==> src/rtl/tpm_reg_arbiter.sv <==
// rtl/tpm_reg_arbiter.sv - SPI/firmware arbiter for a single-port TPM register RAM
//
// Ports:
//   clk, reset_n               clock, asynchronous active-low reset
//   spi_wr_i/spi_rd_i          one-cycle SPI request pulses (addr/data sampled with them)
//   spi_addr_i, spi_data_i     SPI address and write data
//   spi_rdata_o, spi_rvalid_o  SPI read data and its one-cycle valid pulse
//   fw_req_i..fw_wdata_i       firmware request (held until fw_ack_o), op, address, data
//   fw_rdata_o, fw_ack_o       firmware read data and one-cycle completion pulse
//   fw_clr_i                   clears wr_pend_o
//   mem_*                      single-port synchronous RAM port (1-cycle read latency)
//   wr_pend_o                  sticky: an SPI write landed in the window
//   ovf_o                      sticky: an SPI request was lost (reset-only clear)
module tpm_reg_arbiter #(
  parameter int                ADDR_W      = 16,
  parameter int                MEM_AW      = 6,
  parameter logic [ADDR_W-1:0] WINDOW_BASE = 16'h0000
) (
  input  logic              clk,
  input  logic              reset_n,
  input  logic              spi_wr_i,
  input  logic              spi_rd_i,
  input  logic [ADDR_W-1:0] spi_addr_i,
  input  logic [7:0]        spi_data_i,
  output logic [7:0]        spi_rdata_o,
  output logic              spi_rvalid_o,
  input  logic              fw_req_i,
  input  logic              fw_we_i,
  input  logic [MEM_AW-1:0] fw_addr_i,
  input  logic [7:0]        fw_wdata_i,
  output logic [7:0]        fw_rdata_o,
  output logic              fw_ack_o,
  input  logic              fw_clr_i,
  output logic              mem_en_o,
  output logic              mem_we_o,
  output logic [MEM_AW-1:0] mem_addr_o,
  output logic [7:0]        mem_wdata_o,
  input  logic [7:0]        mem_rdata_i,
  output logic              wr_pend_o,
  output logic              ovf_o
);

  typedef enum logic [1:0] {
    IDLE    = 2'd0,
    SPI_RD  = 2'd1,
    FW_WAIT = 2'd2,
    FW_ACK  = 2'd3
  } state_t;

  state_t state, state_nxt;

  // 1-deep SPI pending slot
  logic              slot_vld;
  logic              slot_we;
  logic [ADDR_W-1:0] slot_addr;
  logic [7:0]        slot_data;

  logic rd_in_win;   // window hit of the SPI read currently in SPI_RD
  logic fw_we_q;     // op of the firmware access currently in FW_WAIT

  logic spi_pulse;
  logic spi_accept;
  logic slot_in_win;
  logic spi_issue;
  logic fw_issue;

  assign spi_pulse   = spi_wr_i | spi_rd_i;
  assign slot_in_win = (slot_addr[ADDR_W-1:MEM_AW] == WINDOW_BASE[ADDR_W-1:MEM_AW]);
  // The slot can take a new pulse while its current content is being issued.
  assign spi_accept  = spi_pulse && (!slot_vld || spi_issue);

  // Next state and issue decision. A pulse arriving this cycle already counts
  // as a pending SPI access, so it blocks a firmware issue in the same cycle.
  // Issue is also suppressed while reset is asserted so mem_* read as idle.
  always_comb begin
    state_nxt   = state;
    spi_issue   = 1'b0;
    fw_issue    = 1'b0;
    mem_en_o    = 1'b0;
    mem_we_o    = 1'b0;
    mem_addr_o  = '0;
    mem_wdata_o = 8'h00;
    case (state)
      IDLE: begin
        if (reset_n) begin
          if (slot_vld) begin
            spi_issue = 1'b1;
            if (!slot_we) state_nxt = SPI_RD;
          end else if (fw_req_i && !spi_pulse) begin
            fw_issue  = 1'b1;
            state_nxt = FW_WAIT;
          end
        end
      end
      SPI_RD:  state_nxt = IDLE;
      FW_WAIT: state_nxt = FW_ACK;
      FW_ACK:  state_nxt = IDLE;
      default: state_nxt = IDLE;
    endcase

    // Out-of-window SPI accesses still run through the FSM but never touch RAM.
    if (spi_issue && slot_in_win) begin
      mem_en_o    = 1'b1;
      mem_we_o    = slot_we;
      mem_addr_o  = slot_addr[MEM_AW-1:0];
      mem_wdata_o = slot_data;
    end else if (fw_issue) begin
      mem_en_o    = 1'b1;
      mem_we_o    = fw_we_i;
      mem_addr_o  = fw_addr_i;
      mem_wdata_o = fw_wdata_i;
    end
  end

  always_ff @(posedge clk or negedge reset_n) begin
    if (!reset_n) state <= IDLE;
    else          state <= state_nxt;
  end

  // SPI request capture and overflow detection
  always_ff @(posedge clk or negedge reset_n) begin
    if (!reset_n) begin
      slot_vld  <= 1'b0;
      slot_we   <= 1'b0;
      slot_addr <= '0;
      slot_data <= 8'h00;
      ovf_o     <= 1'b0;
    end else begin
      if (spi_accept) begin
        slot_vld  <= 1'b1;
        slot_we   <= spi_wr_i;   // write wins when both pulses coincide
        slot_addr <= spi_addr_i;
        slot_data <= spi_data_i;
      end else if (spi_issue) begin
        slot_vld  <= 1'b0;
      end
      if ((spi_pulse && !spi_accept) || (spi_wr_i && spi_rd_i)) ovf_o <= 1'b1;
    end
  end

  // Completion side: read data capture, valid/ack pulses, write-pending flag
  always_ff @(posedge clk or negedge reset_n) begin
    if (!reset_n) begin
      rd_in_win    <= 1'b0;
      fw_we_q      <= 1'b0;
      spi_rdata_o  <= 8'h00;
      spi_rvalid_o <= 1'b0;
      fw_rdata_o   <= 8'h00;
      fw_ack_o     <= 1'b0;
      wr_pend_o    <= 1'b0;
    end else begin
      if (spi_issue) rd_in_win <= slot_in_win;
      if (fw_issue)  fw_we_q   <= fw_we_i;

      spi_rvalid_o <= (state == SPI_RD);
      if (state == SPI_RD) spi_rdata_o <= rd_in_win ? mem_rdata_i : 8'hFF;

      fw_ack_o <= (state == FW_WAIT);
      if (state == FW_WAIT && !fw_we_q) fw_rdata_o <= mem_rdata_i;

      // A landing write takes precedence over a simultaneous clear.
      if (spi_issue && slot_we && slot_in_win) wr_pend_o <= 1'b1;
      else if (fw_clr_i)                       wr_pend_o <= 1'b0;
    end
  end

endmodule
==> config.mk <==
export PLATFORM = sky130hd
export DESIGN_NAME = tpm_reg_arbiter
export DESIGN_NICKNAME = d
export VERILOG_FILES = /design/src/rtl/tpm_reg_arbiter.sv
export SDC_FILE = /design/constraint.sdc
export NUM_CORES = 1
export LEC_CHECK = 0
export ABC_AREA = 1
export CAP_MARGIN = 25
export CORE_UTILIZATION = 45
export CTS_BUF_LIST = sky130_fd_sc_hd__clkbuf_4 sky130_fd_sc_hd__clkbuf_8
export DETAILED_ROUTE_END_ITERATION = 6
export PLACE_DENSITY_LB_ADDON = 0.12
export SYNTH_ARGS = -nofsm -noshare
export SYNTH_HDL_FRONTEND = slang
export SYNTH_SLANG_ARGS = --single-unit
==> constraint.sdc <==
create_clock -name clk -period 3 [get_ports clk]
set_input_delay 0.9 -clock clk [delete_from_list [all_inputs] [get_ports clk]]
set_output_delay 0.9 -clock clk [all_outputs]
set_load 0.02 [all_outputs]
# Yosys cells after proc, flatten, opt, wreduce, memory -nomap -nowiden
# Cells that the tools add are included.
# W data, S select, Z words.
[totals]
out_inout_bits = 36
ram_bits = 0
rom_bits = 0
regBits = 50
input_bits = 53
latch_bits = 0
n_memories = 0
[op_classes]
addsub = 0
muxes = 25
bitwise = 1
n_shift = 0
reduce_logical = 20
div = 0
n_eq_ne = 6
magnitude_cmp = 0
multipliers = 0
[ops]
columns = ["op", "count"]
rows = [
  ["$mux W8", 3],
  ["$mux W1", 15],
  ["$mux W6", 2],
  ["$logic_not A10 Y1", 1],
  ["$logic_and A1 B1 Y1", 8],
  ["$mux W2", 4],
  ["$ne A3 B3 Y1 const B", 2],
  ["$pmux W2 S3", 1],
  ["$eq A2 B2 Y1 const B", 2],
  ["$logic_not A1 Y1", 4],
  ["$reduce_bool A2 Y1", 2],
  ["$reduce_and A3 Y1", 1],
  ["$eq A2 B1 Y1 const B", 1],
  ["$logic_not A2 Y1", 1],
  ["$logic_or A1 B1 Y1", 2],
  ["$ne A2 B2 Y1 const B", 1],
  ["$reduce_or A2 Y1", 1],
  ["$or A1 B1 Y1", 1],
]

# Logic depth before layout (Yosys ltp)
[logic_depth]
depth_word = 9
depth_mapped = 8

# Least setup slack after synthesis
# No wires, ideal clock.
[synth_timing]
kind = "input -> output"
start = "input spi_rd_i"
end = "output mem_we_o"
setup_slack_ns = 0.221
arrival_ns = 1.879
cell_stages = 5
cell_sequence = "inv_1 > nand2_2 > nor2_2 > nand2_1 > o21ai_0"
[synth_between]
elab_chain_cells = 9
[synth_rtl]
columns = ["item", "line", "source"]
rows = [
  ["start, declared", "22", "input logic spi_rd_i,"],
  ["$or A1 B1 Y1", "67", "assign spi_pulse = spi_wr_i | spi_rd_i;"],
  ["$logic_not A1 Y1", "89", "end else if (fw_req_i && !spi_pulse) begin"],
  ["$logic_and A1 B1 Y1", "89", ""],
  ["$mux W1", "89", ""],
  ["$mux W1", "86", "if (slot_vld) begin"],
  ["$mux W1", "85", "if (reset_n) begin"],
  ["$mux W1", "83", "case (state)"],
  ["$mux W1", "107", "end else if (fw_issue) begin"],
  ["$mux W1", "102", "if (spi_issue && slot_in_win) begin"],
  ["end, declared", "35", "output logic mem_we_o,"],
]
# No other way between the ends.

# Final worst setup path
[layout_timing]
start = "input reset_n"
end = "output mem_en_o"
[layout_between]
elab_chain_cells = 4
[layout_rtl]
columns = ["item", "line", "source"]
rows = [
  ["start, declared", "20", "input logic reset_n,"],
  ["$mux W1", "85", ""],
  ["$mux W1", "83", ""],
  ["$mux W1 / $logic_and A1 B1 Y1 (equally long branches)", "107, 102", ""],
  ["$mux W1 *", "102", ""],
  ["end, declared", "34", "output logic mem_en_o,"],
]
# Mark *: on every way between the ends. The rest lies on a longest branch, timed or not.

==> results.yml <==
sta:
  whs_ps: 476.2
  post-route-min-period_ps: 2839
  rsz0062_at_grt: "false"
  worst_pin_slew_ps: 725.8
  finClkSkew_ps: 9.495
  slew_violations: 0
  relSlewSlack: 0.5161
  period_share: 0.9464
  setup_violations: 0
  setup_ws_ps: 160.7
  fmax_mhz: 352.2
  final-hold-violation-count: 0
synthesis:
  ys_top_cells_by_area: "dfrtp_1, nand2_1, nand3_1"
  synth-seq-cells: 50
  synth.avg_cell_area_sq_um: 8.417
  synthSimpleGateAreaFrac: 0.3258
  synth-xor-area-share: 0
  synth_fp_nets: 335
  synth_warnings: 0
  yosys.area_share.adder: 0
  muxShareOfSynthArea: 0
  yosys-top-cells-count: "nand2_1, dfrtp_1, nand3_1"
  synth_compound_area_frac: 0.06326
  ys.flop_type: "dfrtp_1"
  yosysSeqAreaShare: 0.5271
  yosysUniqueCellTypes: 22
  yosysMostFrequentCell: "nand2_1"
  synth_top_family_by_area: "simple AND/OR/NAND/NOR gates"
  synth_top_cell_by_area: "dfrtp_1"
  synth_edf_count: 0
  syn_inst: 282
  synth.cell_area_sq_mm: 0.002374
  synth-async-reset-ratio: 1.000
  synth_top_area_frac: 0.5271
floorplanning:
  die_height_um: 74.63
  rows: 26
  start_util: 0.4647
  io-pin-count: 89
  die-area_sq_mm: 0.005569
  coreArea_sq_mm: 0.005107
  die_x_um: 74.63
cells_and_area:
  final_area_sq_mm: 0.003382
  layout-drive-gt1-share: 0.1573
  num-fill-cells: 451
  multi_input_area_sq_um: 928.4
  areaGrowthSynthToFinish_pct: 42.49
  post-route-util: 0.6622
  seqCellArea_sq_mm: 0.001251
  fin_nets: 427
  insertedDiodeCount: 0
clock_network:
  cts_tree: "yes"
  clock_sinks: 50
  cts_setup_buffers: 0
  cts.clk_slew.worst_paths_ps: 80
  clock_latency_ps: 300
  htreeDepth: 2
  cts_made_buffers: 5
  clk_path_buf_depth: 2
  ctsRootBufferMaster: "clkbuf_8"
pwr:
  p_per_area_mw_per_mm2: 767.5
  power_leakage_nw: 1.700
  ir_worst_vdd_uv: 393.3
  total_power_mw: 2.596
drt:
  drt_iter0_drc: 104
  wl_per_cell_um: 12.86
  antenna_left: 0
  routed_wl_um: 5722
  first_pass_iters: 4
  drt-vias-per-instance: 4.944
  drc_errors: 0
  vias: 2200
critical_path:
  worstSetupPathType: "in -> out"
  critPathRequiredTime_ps: 2100
  cp-start-kind: "primary input"
  cp_max_fo: 4
  cp_data_arrival_time_ps: 1940
  end_kind: "output port"
placement:
  portBuffers: 88
  pre_cts_slack_ps: -503.6
  place_congestion: 0.7985
  postPlaceCellArea_sq_mm: 0.003327
  hpwl_um: 4165
grt:
  grt_pass1_vias: 2071
  grtUsageTotal: 0.2230
  grt_max_degree: 31
  antenna_found_initial: 0
  grt_pass1_wl_um: 9459
  gr-total-overflow: 0
worst_hold_path:
  hp-class: "reg -> reg"
outcome:
  status: "completed"
flow_run:
  cap_violations: 0
==> report_power, final <==
group	total, mW	internal, mW	switching [mW]
combinational	1.09	0.442	0.652
clock	0.400	0.186	0.214
sequential	1.10	0.936	0.166
==> what timing repair did <==
item                       in CTS  in global routing
resized for setup              68                  8
hold buffers                    0                  0
pin swaps                       0                  4
setup endpoints to repair      16                 16
==> layout make-up <==
| type | instances | area share |
|---|---|---|
| Timing Repair Buffer | 100 | 0.2760 |
| Sequential cell | 50 | 0.3700 |
| Clock inverter | 2 | 0.003700 |
| Multi-Input combinational cell | 194 | 0.2745 |
| Clock buffer | 6 | 0.02442 |
| Inverter | 23 | 0.02553 |
| Tap cell | 70 | 0.02590 |
==> routing by layer <==
metal  GRT usage  up-vias  wire length (um)
li1            -     1100                 -
met1      0.2998     1028              2572
met2      0.3684       68              2802
met3     0.04685        4               299
met4     0.06080        0                46
met5           0        -                 0
==> final timing paths <==
kind	from	endpoint	slack [ps]	cells after the start
min reg2reg	slot_data[2]	slot_data[2]	480	2
max reg2reg	slot_vld	slot_we	1340	8
min in group asynchronous	reset_n	ovf_o	620	2
max	reset_n	mem_en_o	160	8
max in group asynchronous	reset_n	fw_rdata_o[7]	2060	2
min	slot_data[2]	slot_data[2]	480	2
==> registers in the layout (all words and copies together) (netlist names) <==
name and count:
fw_rdata_o 8, slot_vld 1, fw_we_q 1, slot_addr 16, spi_rdata_o 8, slot_we 1
state 2, spi_rvalid_o 1, rd_in_win 1, fw_ack_o 1, ovf_o 1, wr_pend_o 1
slot_data 8
==> cell families after synthesis <==
logic type | after synthesis
buffers and inverters | 38
AOI/OAI and AO/OA | 22
DFF | 50
and+or+nand+nor | 172
==> stage by stage <==
| step | std cells | setup TNS [ps] |
|---|---|---|
| floorplan | 282 | 0 |
| global placement | 437 | -6820 |
| detailed placement | 437 | -7358 |
| CTS | 445 | 0 |
| global route | 445 | 0 |
| finish | 445 | 0 |
==> critical path, cell delays in order <==
cell	delay, ps
buf_2	110
nand2_1	70
inv_2	60
nand2_2	70
nor2_1	210
nand2_1	140
nand2_1	90
clkdlybuf4s15_1	300
==> cell usage in the layout (no fill, tap or decap) <==
master           Yosys  final
a31oi_1              8      8
clkdlybuf4s15_1      0      1
clkinvlp_4           0      1
clkbuf_8             0      6
buf_8                0      1
buf_12               1      1
dlymetal6s2s_1       0      3
nor2_2               2      1
o21ai_2              8      8
inv_1               19     17
dfrtp_1             50     50
inv_2                4      6
o21ai_0              5      5
buf_4                4     11
buf_2                2     13
buf_6                3      2
clkinv_2             0      1
nand4_1             14     14
nand2_1             85     85
nand2_2              4      4
nor2_1              21     21
a21oi_1              1      1
or2_1                1      1
nor2_4               1      2
clkdlybuf4s50_1      0     68
nand3_1             42     42
nand2_4              2      2
No activity file was read; power rests on OpenSTA's default activity.
